--- config.mk ---
export PLATFORM = sky130hd
export DESIGN_NAME = mpi_noc_out_arbiter_flat
export DESIGN_NICKNAME = d
export VERILOG_FILES = /design/src/rtl/mpi_noc_out_arbiter_if.sv /design/src/rtl/mpi_noc_out_arbiter.sv /design/src/flat_wrapper.sv
export SDC_FILE = /design/constraint.sdc
export NUM_CORES = 1
export LEC_CHECK = 0
export BUFFER_PORTS_ARGS = -buffer_cell sky130_fd_sc_hd__buf_2
export CORE_AREA = 2 2 71 73
export CTS_BUF_LIST = sky130_fd_sc_hd__clkbuf_8
export DETAILED_ROUTE_END_ITERATION = 8
export DIE_AREA = 0 0 73 75
export GPL_ROUTABILITY_DRIVEN = 1
export PLACE_DENSITY_LB_ADDON = 0.15
export REMOVE_ABC_BUFFERS = 1
export SLEW_MARGIN = 10
export SYNTH_ARGS = -nofsm -noshare
export SYNTH_HDL_FRONTEND = slang
export SYNTH_SLANG_ARGS = --single-unit
--- constraint.sdc ---
create_clock -name clk -period 4.5 [get_ports clk]
set_input_delay 0.45 -clock clk [delete_from_list [all_inputs] [get_ports clk]]
set_output_delay 0.45 -clock clk [all_outputs]
set_load 0.02 [all_outputs]
--- src/rtl/mpi_noc_out_arbiter_if.sv ---
// Shared NoC output port bundle: per-requester flit/last/valid/ready plus the single outbound link.
// The master modport is the arbiter's view; the slave modport is the requester/NoC side.
interface mpi_noc_out_arbiter_if #(
  parameter int FLIT_WIDTH = 32,
  parameter int CHANNELS   = 4
);
  logic [CHANNELS*FLIT_WIDTH-1:0] in_flit;
  logic [CHANNELS-1:0]            in_last;
  logic [CHANNELS-1:0]            in_valid;
  logic [CHANNELS-1:0]            in_ready;
  logic [FLIT_WIDTH-1:0]          out_flit;
  logic                           out_last;
  logic                           out_valid;
  logic                           out_ready;

  modport master (
    input  in_flit, in_last, in_valid, out_ready,
    output in_ready, out_flit, out_last, out_valid
  );

  modport slave (
    output in_flit, in_last, in_valid, out_ready,
    input  in_ready, out_flit, out_last, out_valid
  );
endinterface

--- src/rtl/mpi_noc_out_arbiter.sv ---
// Packet-level round-robin arbiter for one NoC output: 1-cycle arbitration, then zero-latency pass-through.
// Backpressure: out_ready is forwarded only to the granted requester; the grant is held until its last flit is accepted.
module mpi_noc_out_arbiter #(
  parameter int FLIT_WIDTH = 32,
  parameter int CHANNELS   = 4
) (
  input  logic                 clk,
  input  logic                 rst,
  mpi_noc_out_arbiter_if.master bus,
  output logic [CHANNELS-1:0]  grant,
  output logic                 busy
);
  localparam int PW = $clog2(CHANNELS);

  typedef enum logic {IDLE, ACTIVE} state_t;

  state_t               state;
  logic [PW-1:0]        rr_ptr;
  logic [PW-1:0]        pick_idx;
  logic [PW-1:0]        g_idx;
  logic [PW-1:0]        ptr_next;
  logic                 pick_vld;
  logic [CHANNELS-1:0]  hi_mask;
  logic [CHANNELS-1:0]  req_hi;
  logic [FLIT_WIDTH-1:0] mux_flit;
  logic                 mux_last;
  logic                 mux_valid;
  logic                 active;
  logic                 xfer;

  // Requests at or above the pointer win over wrapped-around ones.
  always_comb begin
    hi_mask = '0;
    for (int i = 0; i < CHANNELS; i++) begin
      hi_mask[i] = (PW'(i) >= rr_ptr);
    end
  end

  assign req_hi   = bus.in_valid & hi_mask;
  assign pick_vld = |bus.in_valid;

  always_comb begin
    pick_idx = '0;
    for (int i = CHANNELS-1; i >= 0; i--) begin
      if (bus.in_valid[i]) pick_idx = PW'(i);
    end
    for (int i = CHANNELS-1; i >= 0; i--) begin
      if (req_hi[i]) pick_idx = PW'(i);
    end
  end

  // Grant is one-hot or zero, so an OR-mux selects the owner without a decoder.
  always_comb begin
    g_idx     = '0;
    mux_flit  = '0;
    mux_last  = 1'b0;
    mux_valid = 1'b0;
    for (int i = 0; i < CHANNELS; i++) begin
      if (grant[i]) begin
        g_idx     = g_idx | PW'(i);
        mux_flit  = mux_flit | bus.in_flit[i*FLIT_WIDTH +: FLIT_WIDTH];
        mux_last  = mux_last | bus.in_last[i];
        mux_valid = mux_valid | bus.in_valid[i];
      end
    end
  end

  assign ptr_next = (g_idx == PW'(CHANNELS-1)) ? '0 : g_idx + PW'(1);

  assign active        = (state == ACTIVE);
  assign busy          = active;
  assign bus.out_flit  = active ? mux_flit : '0;
  assign bus.out_last  = active & mux_last;
  assign bus.out_valid = active & mux_valid;
  assign bus.in_ready  = active ? (grant & {CHANNELS{bus.out_ready}}) : '0;
  assign xfer          = active & mux_valid & bus.out_ready;

  always_ff @(posedge clk or posedge rst) begin
    if (rst) begin
      state  <= IDLE;
      grant  <= '0;
      rr_ptr <= '0;
    end else begin
      case (state)
        IDLE: begin
          if (pick_vld) begin
            grant <= CHANNELS'(1) << pick_idx;
            state <= ACTIVE;
          end
        end
        ACTIVE: begin
          if (xfer && mux_last) begin
            state  <= IDLE;
            grant  <= '0;
            rr_ptr <= ptr_next;
          end
        end
        default: begin
          state <= IDLE;
          grant <= '0;
        end
      endcase
    end
  end
endmodule

--- src/flat_wrapper.sv ---
// flat-port wrapper written by rule: the top's interface ports become plain ports
module mpi_noc_out_arbiter_flat 
#(
  parameter int FLIT_WIDTH = 32,
  parameter int CHANNELS   = 4
)
  (clk, rst, grant, busy, bus_in_flit, bus_in_last, bus_in_valid, bus_out_ready, bus_in_ready, bus_out_flit, bus_out_last, bus_out_valid);
  mpi_noc_out_arbiter_if #(.FLIT_WIDTH(FLIT_WIDTH), .CHANNELS(CHANNELS)) bus_i ();
  input  logic clk;
  input  logic rst;
  output logic [CHANNELS-1:0] grant;
  output logic busy;
  input wire logic [$bits(bus_i.in_flit)-1:0] bus_in_flit;
  input wire logic [$bits(bus_i.in_last)-1:0] bus_in_last;
  input wire logic [$bits(bus_i.in_valid)-1:0] bus_in_valid;
  input wire logic [$bits(bus_i.out_ready)-1:0] bus_out_ready;
  output wire logic [$bits(bus_i.in_ready)-1:0] bus_in_ready;
  output wire logic [$bits(bus_i.out_flit)-1:0] bus_out_flit;
  output wire logic [$bits(bus_i.out_last)-1:0] bus_out_last;
  output wire logic [$bits(bus_i.out_valid)-1:0] bus_out_valid;
  assign bus_i.in_flit = bus_in_flit;
  assign bus_i.in_last = bus_in_last;
  assign bus_i.in_valid = bus_in_valid;
  assign bus_i.out_ready = bus_out_ready;
  assign bus_in_ready = bus_i.in_ready;
  assign bus_out_flit = bus_i.out_flit;
  assign bus_out_last = bus_i.out_last;
  assign bus_out_valid = bus_i.out_valid;
  mpi_noc_out_arbiter #(.FLIT_WIDTH(FLIT_WIDTH), .CHANNELS(CHANNELS)) u_core (.clk(clk), .rst(rst), .bus(bus_i), .grant(grant), .busy(busy));
endmodule
# --- Word-level counts from Yosys, hierarchy flattened ---
# Cells that the tools add are included.
# Widths: inputs -> output; s select.
totals:
  elab_cells: 63
  in_bits: 139
  regBits: 7
  out_inout_bits: 43
classes:
  addsub: 1
  shifts: 1
  bitwise_logic: 15
  n_lt_le_gt_ge: 4
  eq_ne: 3
  reduce_logical: 4
  muxes: 32
ops:
  columns: ["operator", "count"]
  rows:
  - ["$mux 32", 5]
  - ["$or 32x32->32", 3]
  - ["$mux 2", 11]
  - ["$mux 4", 3]
  - ["$mux 1", 11]
  - ["$and 4x4->4", 2]
  - ["$pmux 4 s2", 1]
  - ["$or 1x1->1", 6]
  - ["$ge 1x2->1 const A", 2]
  - ["$ge 2x2->1 const A", 2]
  - ["$reduce_and 2->1", 2]
  - ["$reduce_or 4->1", 1]
  - ["$shl 1x2->4 const A", 1]
  - ["$and 1x1->1", 3]
  - ["$add 2x1->2 const B", 1]
  - ["$eq 2x2->1 const B", 1]
  - ["$ne 2x1->1 const B", 1]
  - ["$ne 2x2->1 const B", 1]
  - ["$pmux 1 s2", 1]
  - ["$logic_and 1x1->1", 1]
  - ["$not 1->1", 1]

# --- Logic depth before layout (Yosys ltp) ---
# Gate-level depths: netlist of the first run.
depth:
  word_depth: 12
  mapped_depth: 6
  mapped_depth_nobuf: 4

# --- Least setup slack after synthesis of the first run ---
# OpenSTA, ideal clock, no wires.
synth_timing:
  kind: "register to output"
  from: "register u_core.grant[0]"
  to: "output port bus_out_flit[10]"
  n_path_buf: 2
  stages_incl_launch_ff: 5
  arrival_time_ps: 1439
  setup_slack_ps: 2611
  required_time_ps: 4050
  path_cell_list: "dfrtp_1 -> buf_2 -> clkbuf_1 -> a22oi_1 -> a21oi_1"
synth_via:
  elab_chain_cells: 8
synth_lines:
  columns: ["element", "line_no", "rtl"]
  rows:
  - ["start, declared", "mpi_noc_out_arbiter.sv:10", "output logic [CHANNELS-1:0] grant,"]
  - ["start signal, assigned", "mpi_noc_out_arbiter.sv:87", "grant <= CHANNELS'(1) << pick_idx;"]
  - ["$mux 32 *", "mpi_noc_out_arbiter.sv:59", "if (grant[i]) begin"]
  - ["$or 32x32->32", "mpi_noc_out_arbiter.sv:61", "mux_flit = mux_flit | bus.in_flit[i*FLIT_WIDTH +: FLIT_WIDTH];"]
  - ["$mux 32 *", "mpi_noc_out_arbiter.sv:59", null]
  - ["$or 32x32->32", "mpi_noc_out_arbiter.sv:61", null]
  - ["$mux 32 *", "mpi_noc_out_arbiter.sv:59", null]
  - ["$or 32x32->32", "mpi_noc_out_arbiter.sv:61", null]
  - ["$mux 32 *", "mpi_noc_out_arbiter.sv:59", null]
  - ["$mux 32 *", "mpi_noc_out_arbiter.sv:72", "assign bus.out_flit = active ? mux_flit : '0;"]
  - ["end, declared", "flat_wrapper.sv:18", "output wire logic [$bits(bus_i.out_flit)-1:0] bus_out_flit;"]
# Mark *: on every way between the ends. The rest lies on a longest branch, timed or not.

# --- Worst setup path after layout of the first run ---
layout_timing:
  from: "register u_core.grant[0]"
  to: "output port bus_out_flit[6]"
# The elaborated chain is that of the path after synthesis.

==> results of run 1 <==
cells in the mapped netlist:
library cell	n	area, µm²
and4_4	1	11.3
nand4_1	1	6.26
clkbuf_1	15	56.3
a211o_1	1	8.76
mux2_4	2	30.0
a32o_1	2	20.0
xnor2_1	1	8.76
a21oi_1	38	190
buf_2	1	5.00
nand2_2	1	6.26
o22ai_1	1	6.26
o32ai_1	2	17.5
nand2_1	1	3.75
a22oi_1	64	480
dfrtp_1	7	175
inv_2	1	3.75
buf_1	1	3.75
o21ai_0	2	10.0
or3_1	1	6.26
buf_6	3	33.8
inv_1	4	15.0
a22oi_4	1	21.3
and3_1	4	25.0
a22oi_2	3	37.5
buf_4	1	7.51
nor3b_1	1	7.51
nor3_1	1	5.00
nand2b_1	2	12.5
nor2b_1	2	12.5
nor4_2	1	12.5
nor2_1	5	18.8
cell type report:
| class | instances | area (µm²) |
|---|---|---|
| fillers | 491 | 2460 |
| multi-input cells | 138 | 958 |
| repair buffers | 185 | 936 |
| flip-flops and latches | 7 | 175 |
| well taps | 54 | 67.6 |
| clock buffers | 3 | 41.3 |
| inverters | 5 | 18.8 |
| clock inverters | 1 | 3.75 |
path summary, 6_finish.rpt:
kind,to,from
setup reg to reg,u_core.rr_ptr[0]$_DFFE_PP0P_,u_core.grant[3]$_DFFE_PP0P_
setup / recovery,bus_out_flit[6],u_core.grant[0]$_DFFE_PP0P_
max in group asynchronous,u_core.rr_ptr[0]$_DFFE_PP0P_,rst
hold / removal,u_core.grant[3]$_DFFE_PP0P_,rst
min in group clk,u_core.rr_ptr[0]$_DFFE_PP0P_,u_core.rr_ptr[0]$_DFFE_PP0P_
hold reg to reg,u_core.rr_ptr[0]$_DFFE_PP0P_,u_core.rr_ptr[0]$_DFFE_PP0P_
worst max-delay path, cell delays in order, from the launching register on:
cell and delay, ns:
dfrtp_1 0.74, buf_4 0.38, a22oi_1 0.14, a21oi_1 0.17, buf_2 0.19
cells by family after synthesis:
family	Yosys count	share of synthesized area [%]
XOR/XNOR	1	0.696
multiplexers	2	2.39
buffers and inverters	26	9.94
AO/OA/AOI/OAI	114	62.9
flip-flops	7	13.9
AND/OR/NAND/NOR	21	10.1
state kept, by name (all words and copies together), names as in the netlist:
| name | count |
|---|---|
| u_core.rr_ptr | 2 |
| u_core.grant | 4 |
| u_core.busy | 1 |
stage by stage:
stage               util, %  cell area [µm²]
finish                 47.2             2200
global route           47.2             2200
CTS                    47.2             2200
detailed placement     46.3             2160
global placement       46.3             2160
floorplan                 -             1150
per-layer routing:
layer | vias to the layer above | part of all wire [%] | track usage (%)
met1 | 955 | 40 | 24.6
met3 | 6 | 6.3 | 2.81
met4 | 0 | 1.0 | 3.91
met5 | - | 0 | 0
met2 | 87 | 52 | 37.2
li1 | 1031 | - | -
cells in the final DEF, fill, tap and decap left out:
| master | n |
|---|---|
| o21ai_0 | 2 |
| and3_1 | 4 |
| dfrtp_1 | 7 |
| a22oi_2 | 3 |
| nor3_1 | 1 |
| o22ai_1 | 1 |
| a32o_1 | 2 |
| nand2_2 | 1 |
| xnor2_1 | 1 |
| nand2_1 | 1 |
| clkbuf_8 | 3 |
| a21oi_1 | 38 |
| nand4_1 | 1 |
| nor2_1 | 5 |
| a22oi_4 | 1 |
| inv_2 | 1 |
| buf_4 | 4 |
| or3_1 | 1 |
| buf_2 | 181 |
| inv_1 | 5 |
| nor4_2 | 1 |
| nor3b_1 | 1 |
| mux2_4 | 2 |
| nor2b_1 | 2 |
| and4_4 | 1 |
| o32ai_1 | 2 |
| a211o_1 | 1 |
| a22oi_1 | 64 |
| nand2b_1 | 2 |
power breakdown:
part | internal [W] | switching (W) | leakage [nW]
sequential | 0.0000808 | 0.0000650 | 0.0874
combinational | 0.000340 | 0.000510 | 1.06
clock | 0.0000588 | 0.0000254 | 0.0269
total | 0.000479 | 0.000601 | 1.18
==> qor.txt, run 1 <==
Status: completed
Maxcap violations: 0
Crit share post-route: 50.9%
Num rows: 25
Final Non-Filler Cells: 393
Clock root buffer: clkbuf_8
Final net count: 479
I/O Pins: 182
Clock sink count: 7
R2r setup slk: 2.45 ns
Routed wire length: 6.33 mm
Cells after DPL: 389
Pwr Total: 0.00108 W
TritonCTS buffer count: 3
Initial Util: 27.0%
Critical Path RT: 4.05 ns
Endpoints failing hold: 0
Crit Path Max Fanout: 20
CTS clock-pin slew for the worst setup and hold paths: 0.04 ns
Clk Latency, worst-skew pair: 0.22 ns
Pre-CTS setup slack: 2.43 ns
Hold crit path type: input pin to async pin
Synth Area per Inst: 7.36 µm²
Hold slack: 0.136 ns
Gr ovfl total: 0
Sequential cell area fraction in the yosys report: 13.9%
Post-CTS setup buffers: 0
Resized Gates After CTS: 0
RSZ-0062 raised after global routing: false
R2R depth: 5
Yosys warnings: 0
Max Slew Vio Count: 0
CP Launch Type: flip-flop
Synth cell types: 31
CTS H-Tree Depth: 1
Port Buffer Count: 181
Mapped cell area: 1260 µm²
Die ar.: 5480 µm²
Die W: 73 µm
Share of layout cells above drive strength 1: 58.4%
Iteration-0 DRC count of the detailed router: 98
First-pass GRT wire length: 8.70 mm
Dpl hpwl: 4.98 mm
Upper clock frequency limit: 0.437 GHz
Largest net degree at the start of global routing: 36
Routability cong.: 0.908
Vias in the first global route: 1836
Crit end category: output port
Slew HR: 56.5%
Final worst slack: 2.21 ns
# diodes: 0
Max VDD drop: 0.000299 V
Power density cells: 491 nW/µm²
Final min period: 2.29 ns
Worst-Margin Slew: 0.652 ns
Number of standard cells after synthesis: 171
P_leak: 1.18 nW
Initial antenna violation count: 0
Maximum buffer depth of the clock tree: 2
Area of the core: 4660 µm²
Cts hold-fix bufs: 0
Die span in y: 75 µm
Clock skew: 0.00172 ns
# setup viols final: 0
Number of detailed-route iterations in the first pass: 4
# DRC: 0
Vias/cell: 5.29
Detail Route Antenna Nets: 0
Register bit total from synthesis: 7
Setup CP Type: flip-flop to output port
Routed vias: 2079
Routed WL per cell: 16.1 µm
TNS Setup: 0 ns
Area grow syn2layout: 74.9%
Critical Path AT: 1.84 ns
CTS tree: yes
Overall global routing resource usage: 20.0%
No activity file was read; power rests on OpenSTA's default activity.
==> run 2: changes to the inputs <==
--- a/config.mk
+++ b/config.mk
@@ -5,6 +5,7 @@
 export SDC_FILE = /design/constraint.sdc
 export NUM_CORES = 1
 export LEC_CHECK = 0
+export ABC_AREA = 1
 export BUFFER_PORTS_ARGS = -buffer_cell sky130_fd_sc_hd__buf_2
 export CORE_AREA = 2 2 71 73
 export CTS_BUF_LIST = sky130_fd_sc_hd__clkbuf_8
==> constraint.sdc (replaced) <==
create_clock -name clk -period 2.2 [get_ports clk]
set_input_delay 0.22 -clock clk [delete_from_list [all_inputs] [get_ports clk]]
set_output_delay 0.22 -clock clk [all_outputs]
set_load 0.02 [all_outputs]
==> qor.txt, run 2 <==
Area of the core: 4660 µm²
Routability cong.: 0.809
Initial antenna violation count: 0
Routed wire length: 6.37 mm
Most frequent cell after synthesis: nand2_1
Post-synth top area share: 41.6%
Num rows: 25
Pwr Total: 0.00267 W
Routed WL per cell: 13.1 µm
Register share of total power: 8.9%
Final min period: 1.82 ns
DP Area: 2310 µm²
Number of flip-flops in the largest register: 4
Maximum buffer depth of the clock tree: 2
Commonest non-fill, non-tap cell in the layout: buf_2
Clock Power Share: 6.6%
Upper clock frequency limit: 0.549 GHz
Most frequent cells in the layout: 181 x buf_2, 155 x nand2_1, 32 x a41oi_1
Synth top cells by count: 155 x nand2_1, 32 x a41oi_1, 14 x buf_2
TNS Setup: 0 ns
Max Slew Vio Count: 0
Largest family of logic cells by synthesized area: simple AND/OR/NAND/NOR gates
Overall global routing resource usage: 22.0%
I/O Pins: 182
P_leak: 1.26 nW
# DRC: 0
Max VDD drop: 0.000725 V
Status: completed
First-pass GRT wire length: 9.58 mm
Compound-Gate Fraction of Synth Area: 24.0%
Gr ovfl total: 0
Top reg by flops: u_core.grant
Iteration-0 DRC count of the detailed router: 154
Crit share post-route: 82.7%
Gate power share: 84.5%
Power density cells: 1130 nW/µm²
Number of standard cells after synthesis: 259
Vias in the first global route: 2138
Largest net degree at the start of global routing: 40
CP Launch Type: flip-flop
# setup viols final: 0
Synth Area in XOR/XNOR: 0%
Share of layout cells above drive strength 1: 47.8%
Ranking of synthesized cells by area: nand2_1 42%, a41oi_1 20%, dfrtp_1 13%, buf_2 5.0%, buf_6 3.2%
Crit end category: output port
Synth Area per Inst: 5.41 µm²
Critical Path RT: 1.98 ns
CTS clock-pin slew for the worst setup and hold paths: 0.04 ns
Die W: 73 µm
# diodes: 0
Initial Util: 30.0%
Clock root buffer: clkbuf_8
Crit Path Max Fanout: 14
Sequential cell area fraction in the yosys report: 12.5%
Post-synth EDFFs: 0
RSZ-0062 raised after global routing: false
Register bit total from synthesis: 7
Mapped cell area: 1400 µm²
Detail Route Antenna Nets: 0
Slew HR: 52.9%
Vias/cell: 4.84
Routed vias: 2358
Clock sink count: 7
TritonCTS buffer count: 3
Resized Gates After CTS: 0
Critical Path AT: 1.60 ns
Multiplexer share of the synthesized area: 0%
Die span in y: 75 µm
Synth cell types: 20
Die ar.: 5480 µm²
Clk Latency, worst-skew pair: 0.23 ns
Setup CP Type: flip-flop to output port
Hold crit path type: input pin to async pin
Finished Cell Area: 2370 µm²
Sw Ratio: 59.5%
Adder-cell share of the synthesized area: 0%
FFs w/ async S/R, synth: 100%
Number of detailed-route iterations in the first pass: 4
CTS tree: yes
Area grow syn2layout: 69.0%
P_sw: 0.00159 W
Layout Utilization: 50.8%
Final net count: 573
Post-CTS setup buffers: 0
Endpoints failing hold: 0
Top FF cell, synth: dfrtp_1
Int Power: 0.00108 W
Worst-Margin Slew: 0.706 ns
CTS H-Tree Depth: 1
Cell taking the most area after synthesis: nand2_1
Post-Synth Simple-Gate Area: 51.7%
Clock skew: 0.00188 ns
Dpl hpwl: 5.09 mm
Port Buffer Count: 181
Yosys warnings: 0
Maxcap violations: 0
==> run 2: changes by cell type after synthesis, moves of 5 or more <==
| cell | before | now |
|---|---|---|
| buf_2 | 1 | 14 |
| nand3_1 | 0 | 5 |
| nand2_1 | 1 | 155 |
| a22oi_1 | 64 | 0 |
| a21oi_1 | 38 | 2 |
| a41oi_1 | 0 | 32 |
| clkbuf_1 | 15 | 2 |
==> run 2: cells by family after synthesis <==
logic type,count (synthesis)
buffers and inverters,31
and+or+nand+nor,180
AOI/OAI and AO/OA,41
DFF,7
==> run 2: final cells by class <==
type | instances | area (µm²)
Sequential cell | 7 | 175
Fill cell | 517 | 2290
Multi-Input combinational cell | 221 | 1060
Tap cell | 54 | 67.6
Clock buffer | 3 | 41.3
Clock inverter | 1 | 3.75
Inverter | 11 | 41.3
Timing Repair Buffer | 190 | 976
==> run 2: worst paths after layout <==
kind	start	to	slack, ns	cells past startpoint
max	u_core.grant[2]$_DFFE_PP0P_	bus_out_flit[31]	0.38	4
min	rst	u_core.busy$_DFF_PP0_	0.47	3
max reg2reg	u_core.busy$_DFF_PP0_	u_core.grant[0]$_DFFE_PP0P_	0.65	5
min reg2reg	u_core.rr_ptr[0]$_DFFE_PP0P_	u_core.rr_ptr[0]$_DFFE_PP0P_	0.55	2
max in group asynchronous	rst	u_core.rr_ptr[1]$_DFFE_PP0P_	1.52	3
min in group clk	bus_in_valid[2]	u_core.grant[1]$_DFFE_PP0P_	0.48	6
==> run 2: power groups by stage <==
| stage | clock [W] | sequential, W | combinational (W) |
|---|---|---|---|
| detailed placement | 0 | 0.000240 | 0.00227 |
| finish | 0.000177 | 0.000238 | 0.00226 |
| floorplan | 0 | 0.000417 | 0.00126 |
| global placement | 0 | 0.000236 | 0.00228 |
| CTS | 0.000179 | 0.000241 | 0.00228 |
| global route | 0.000188 | 0.000247 | 0.00246 |
==> run 2: critical path: stages, from the launching register on <==
cell and delay (ns):
dfrtp_1 0.59, buf_4 0.28, nand2_1 0.07, a41oi_1 0.23, buf_2 0.21
==> run 2: through the flow <==
stage	setup WS (ns)	instances	hold slack, ns
after global routing	0.276	487	0.512
after global placement	0.625	482	0.160
after floorplan	0.314	239	0.0234
after CTS	0.348	487	0.475
final	0.380	487	0.465
after detailed placement	0.596	482	0.168
==> run 2: metal layers <==
| layer | track usage (%) | wire, µm |
|---|---|---|
| met2 | 40.5 | 3190 |
| met5 | 0 | 0 |
| met4 | 5.76 | 102 |
| met3 | 4.02 | 535 |
| met1 | 26.3 | 2540 |
==> run 2: timing repair <==
| action | 4_1_cts | 5_1_grt |
|---|---|---|
| hold buffers | 1 | 0 |
| endpoints found under the setup margin | 0 | 0 |
| hold endpoints to repair | 7 | 0 |
==> run 3: changes to the inputs <==
--- a/config.mk
+++ b/config.mk
@@ -7,10 +7,10 @@
 export LEC_CHECK = 0
 export ABC_AREA = 1
 export BUFFER_PORTS_ARGS = -buffer_cell sky130_fd_sc_hd__buf_2
-export CORE_AREA = 2 2 71 73
+export CORE_MARGIN = 2
+export CORE_UTILIZATION = 30
 export CTS_BUF_LIST = sky130_fd_sc_hd__clkbuf_8
 export DETAILED_ROUTE_END_ITERATION = 8
-export DIE_AREA = 0 0 73 75
 export GPL_ROUTABILITY_DRIVEN = 1
 export PLACE_DENSITY_LB_ADDON = 0.15
 export REMOVE_ABC_BUFFERS = 1
==> constraint.sdc (replaced) <==
create_clock -name clk -period 1.6 [get_ports clk]
set_input_delay 0.16 -clock clk [delete_from_list [all_inputs] [get_ports clk]]
set_output_delay 0.16 -clock clk [all_outputs]
set_load 0.02 [all_outputs]
==> qor.txt, run 3 (synthesized netlist as in run 2, its figures left out) <==
Status: completed
Number of detailed-route iterations in the first pass: 4
Maximum buffer depth of the clock tree: 2
TNS Setup: 0 ns
Cells after DPL: 483
Most frequent cells in the layout: 180 x buf_2, 155 x nand2_1, 31 x a41oi_1
Clock skew: 0.00403 ns
CTS H-Tree Depth: 1
Crit Path Max Fanout: 10
# diodes: 0
P_leak: 1.29 nW
Die span in y: 72.3 µm
Pre-CTS setup slack: 0.194 ns
Critical Path AT: 1.31 ns
Maxcap violations: 0
Top reg by flops: u_core.grant
Slew HR: 82.1%
Clock root buffer: clkbuf_8
CTS clock-pin slew for the worst setup and hold paths: 0.04 ns
Number of fillers in the final layout: 477
Area of the multi-input gates: 1070 µm²
Dpl hpwl: 5.17 mm
# setup viols final: 0
RSZ-0062 raised after global routing: false
Commonest non-fill, non-tap cell in the layout: buf_2
Number of flip-flops in the largest register: 4
Num rows: 24
Vias in the first global route: 2209
Routed wire length: 6.46 mm
Endpoints failing hold: 0
Final net count: 578
Overall global routing resource usage: 24.2%
Pwr Total: 0.00382 W
Upper clock frequency limit: 0.678 GHz
Crit share post-route: 92.1%
Hold slack: 0.392 ns
Die W: 72.3 µm
# DRC: 0
First-pass GRT wire length: 10.2 mm
CP Launch Type: flip-flop
Die ar.: 5230 µm²
Final Non-Filler Cells: 490
Iteration-0 DRC count of the detailed router: 124
Crit end category: output port
Share of layout cells above drive strength 1: 49.3%
TritonCTS buffer count: 3
Setup CP Type: flip-flop to output port
Critical Path RT: 1.44 ns
Power density cells: 1570 nW/µm²
Initial antenna violation count: 0
Max VDD drop: 0.000669 V
Routability cong.: 0.887
Largest net degree at the start of global routing: 27
Area of the core: 4410 µm²
Detail Route Antenna Nets: 0
I/O Pins: 182
CTS tree: yes
Final min period: 1.47 ns
Vias/cell: 4.90
Final worst slack: 0.126 ns
Port Buffer Count: 181
Clock sink count: 7
Initial Util: 31.7%
Worst-Margin Slew: 0.269 ns
Max Slew Vio Count: 0
Routed WL per cell: 13.2 µm
Routed vias: 2402
Hold crit path type: input pin to flip-flop
Gr ovfl total: 0
Area grow syn2layout: 74.2%
Clk Latency, worst-skew pair: 0.23 ns
Seq. cell area: 178 µm²
[run 3: cell types whose count changed in the layout (fill, tap and decap cells not counted), sizes merged]
| cell | before | now |
|---|---|---|
| buf | 189 | 194 |
| clkinv | 0 | 1 |
| inv | 12 | 11 |
[run 3: repair_timing]
item,CTS,global route
setup buffers,0,2
endpoints found under the hold margin,7,0
hold buffers,1,0
endpoints found under the setup margin,17,20
resized for setup,1,6
[run 3: path summary, 6_finish.rpt]
kind / from / endpoint / slack, ns / depth (start not counted)
worst min register to register: u_core.rr_ptr[0]$_DFFE_PP0P_ / u_core.rr_ptr[0]$_DFFE_PP0P_ / 0.54 / 2
worst min-delay path: bus_in_valid[3] / u_core.busy$_DFF_PP0_ / 0.39 / 5
worst max register to register: u_core.grant[1]$_DFFE_PP0P_ / u_core.grant[0]$_DFFE_PP0P_ / 0.27 / 9
worst max-delay path: u_core.grant[3]$_DFFE_PP0P_ / bus_out_flit[28] / 0.13 / 4
min in group asynchronous: rst / u_core.rr_ptr[1]$_DFFE_PP0P_ / 0.40 / 3
max in group asynchronous: rst / u_core.busy$_DFF_PP0_ / 0.97 / 3
[run 3: worst max-delay path, cell delays in order, from the launching register on]
cell and delay [ns]:
dfrtp_2 0.42, buf_4 0.19, nand2_1 0.06, a41oi_1 0.21, buf_2 0.19
[run 3: per-layer routing]
metal | GRT usage (%) | routed length, µm | share of wire [%] | vias up
met5 | 0 | 0 | 0 | -
met4 | 8.39 | 159 | 2.5 | 0
met3 | 4.72 | 693 | 11 | 14
met2 | 41.1 | 3120 | 48 | 124
met1 | 30.6 | 2490 | 39 | 1042
li1 | - | - | - | 1222
[run 3: per-stage QoR]
step | util (%) | cell area (µm²)
5_1_grt | 55.2 | 2440
4_1_cts | 54.4 | 2400
3_5_place_dp | 53.1 | 2340
2_1_floorplan | - | 1280
3_3_place_gp | 53.1 | 2340
6_report | 55.2 | 2440
[run 3: area by class of cell]
cell class                 instances  share of cell area, %
clock buffer                       3                   1.69
tap                               52                   2.67
sequential                         7                   7.29
clock inverter                     1                  0.205
inverter                          11                   1.69
timing repair buffer             195                   42.6
multi-input combinational        221                   43.8
[run 3: power breakdown]
part	switching [W]	internal, W
combinational	0.00204	0.00119
sequential	0.0000849	0.000251
clock	0.0000887	0.000170
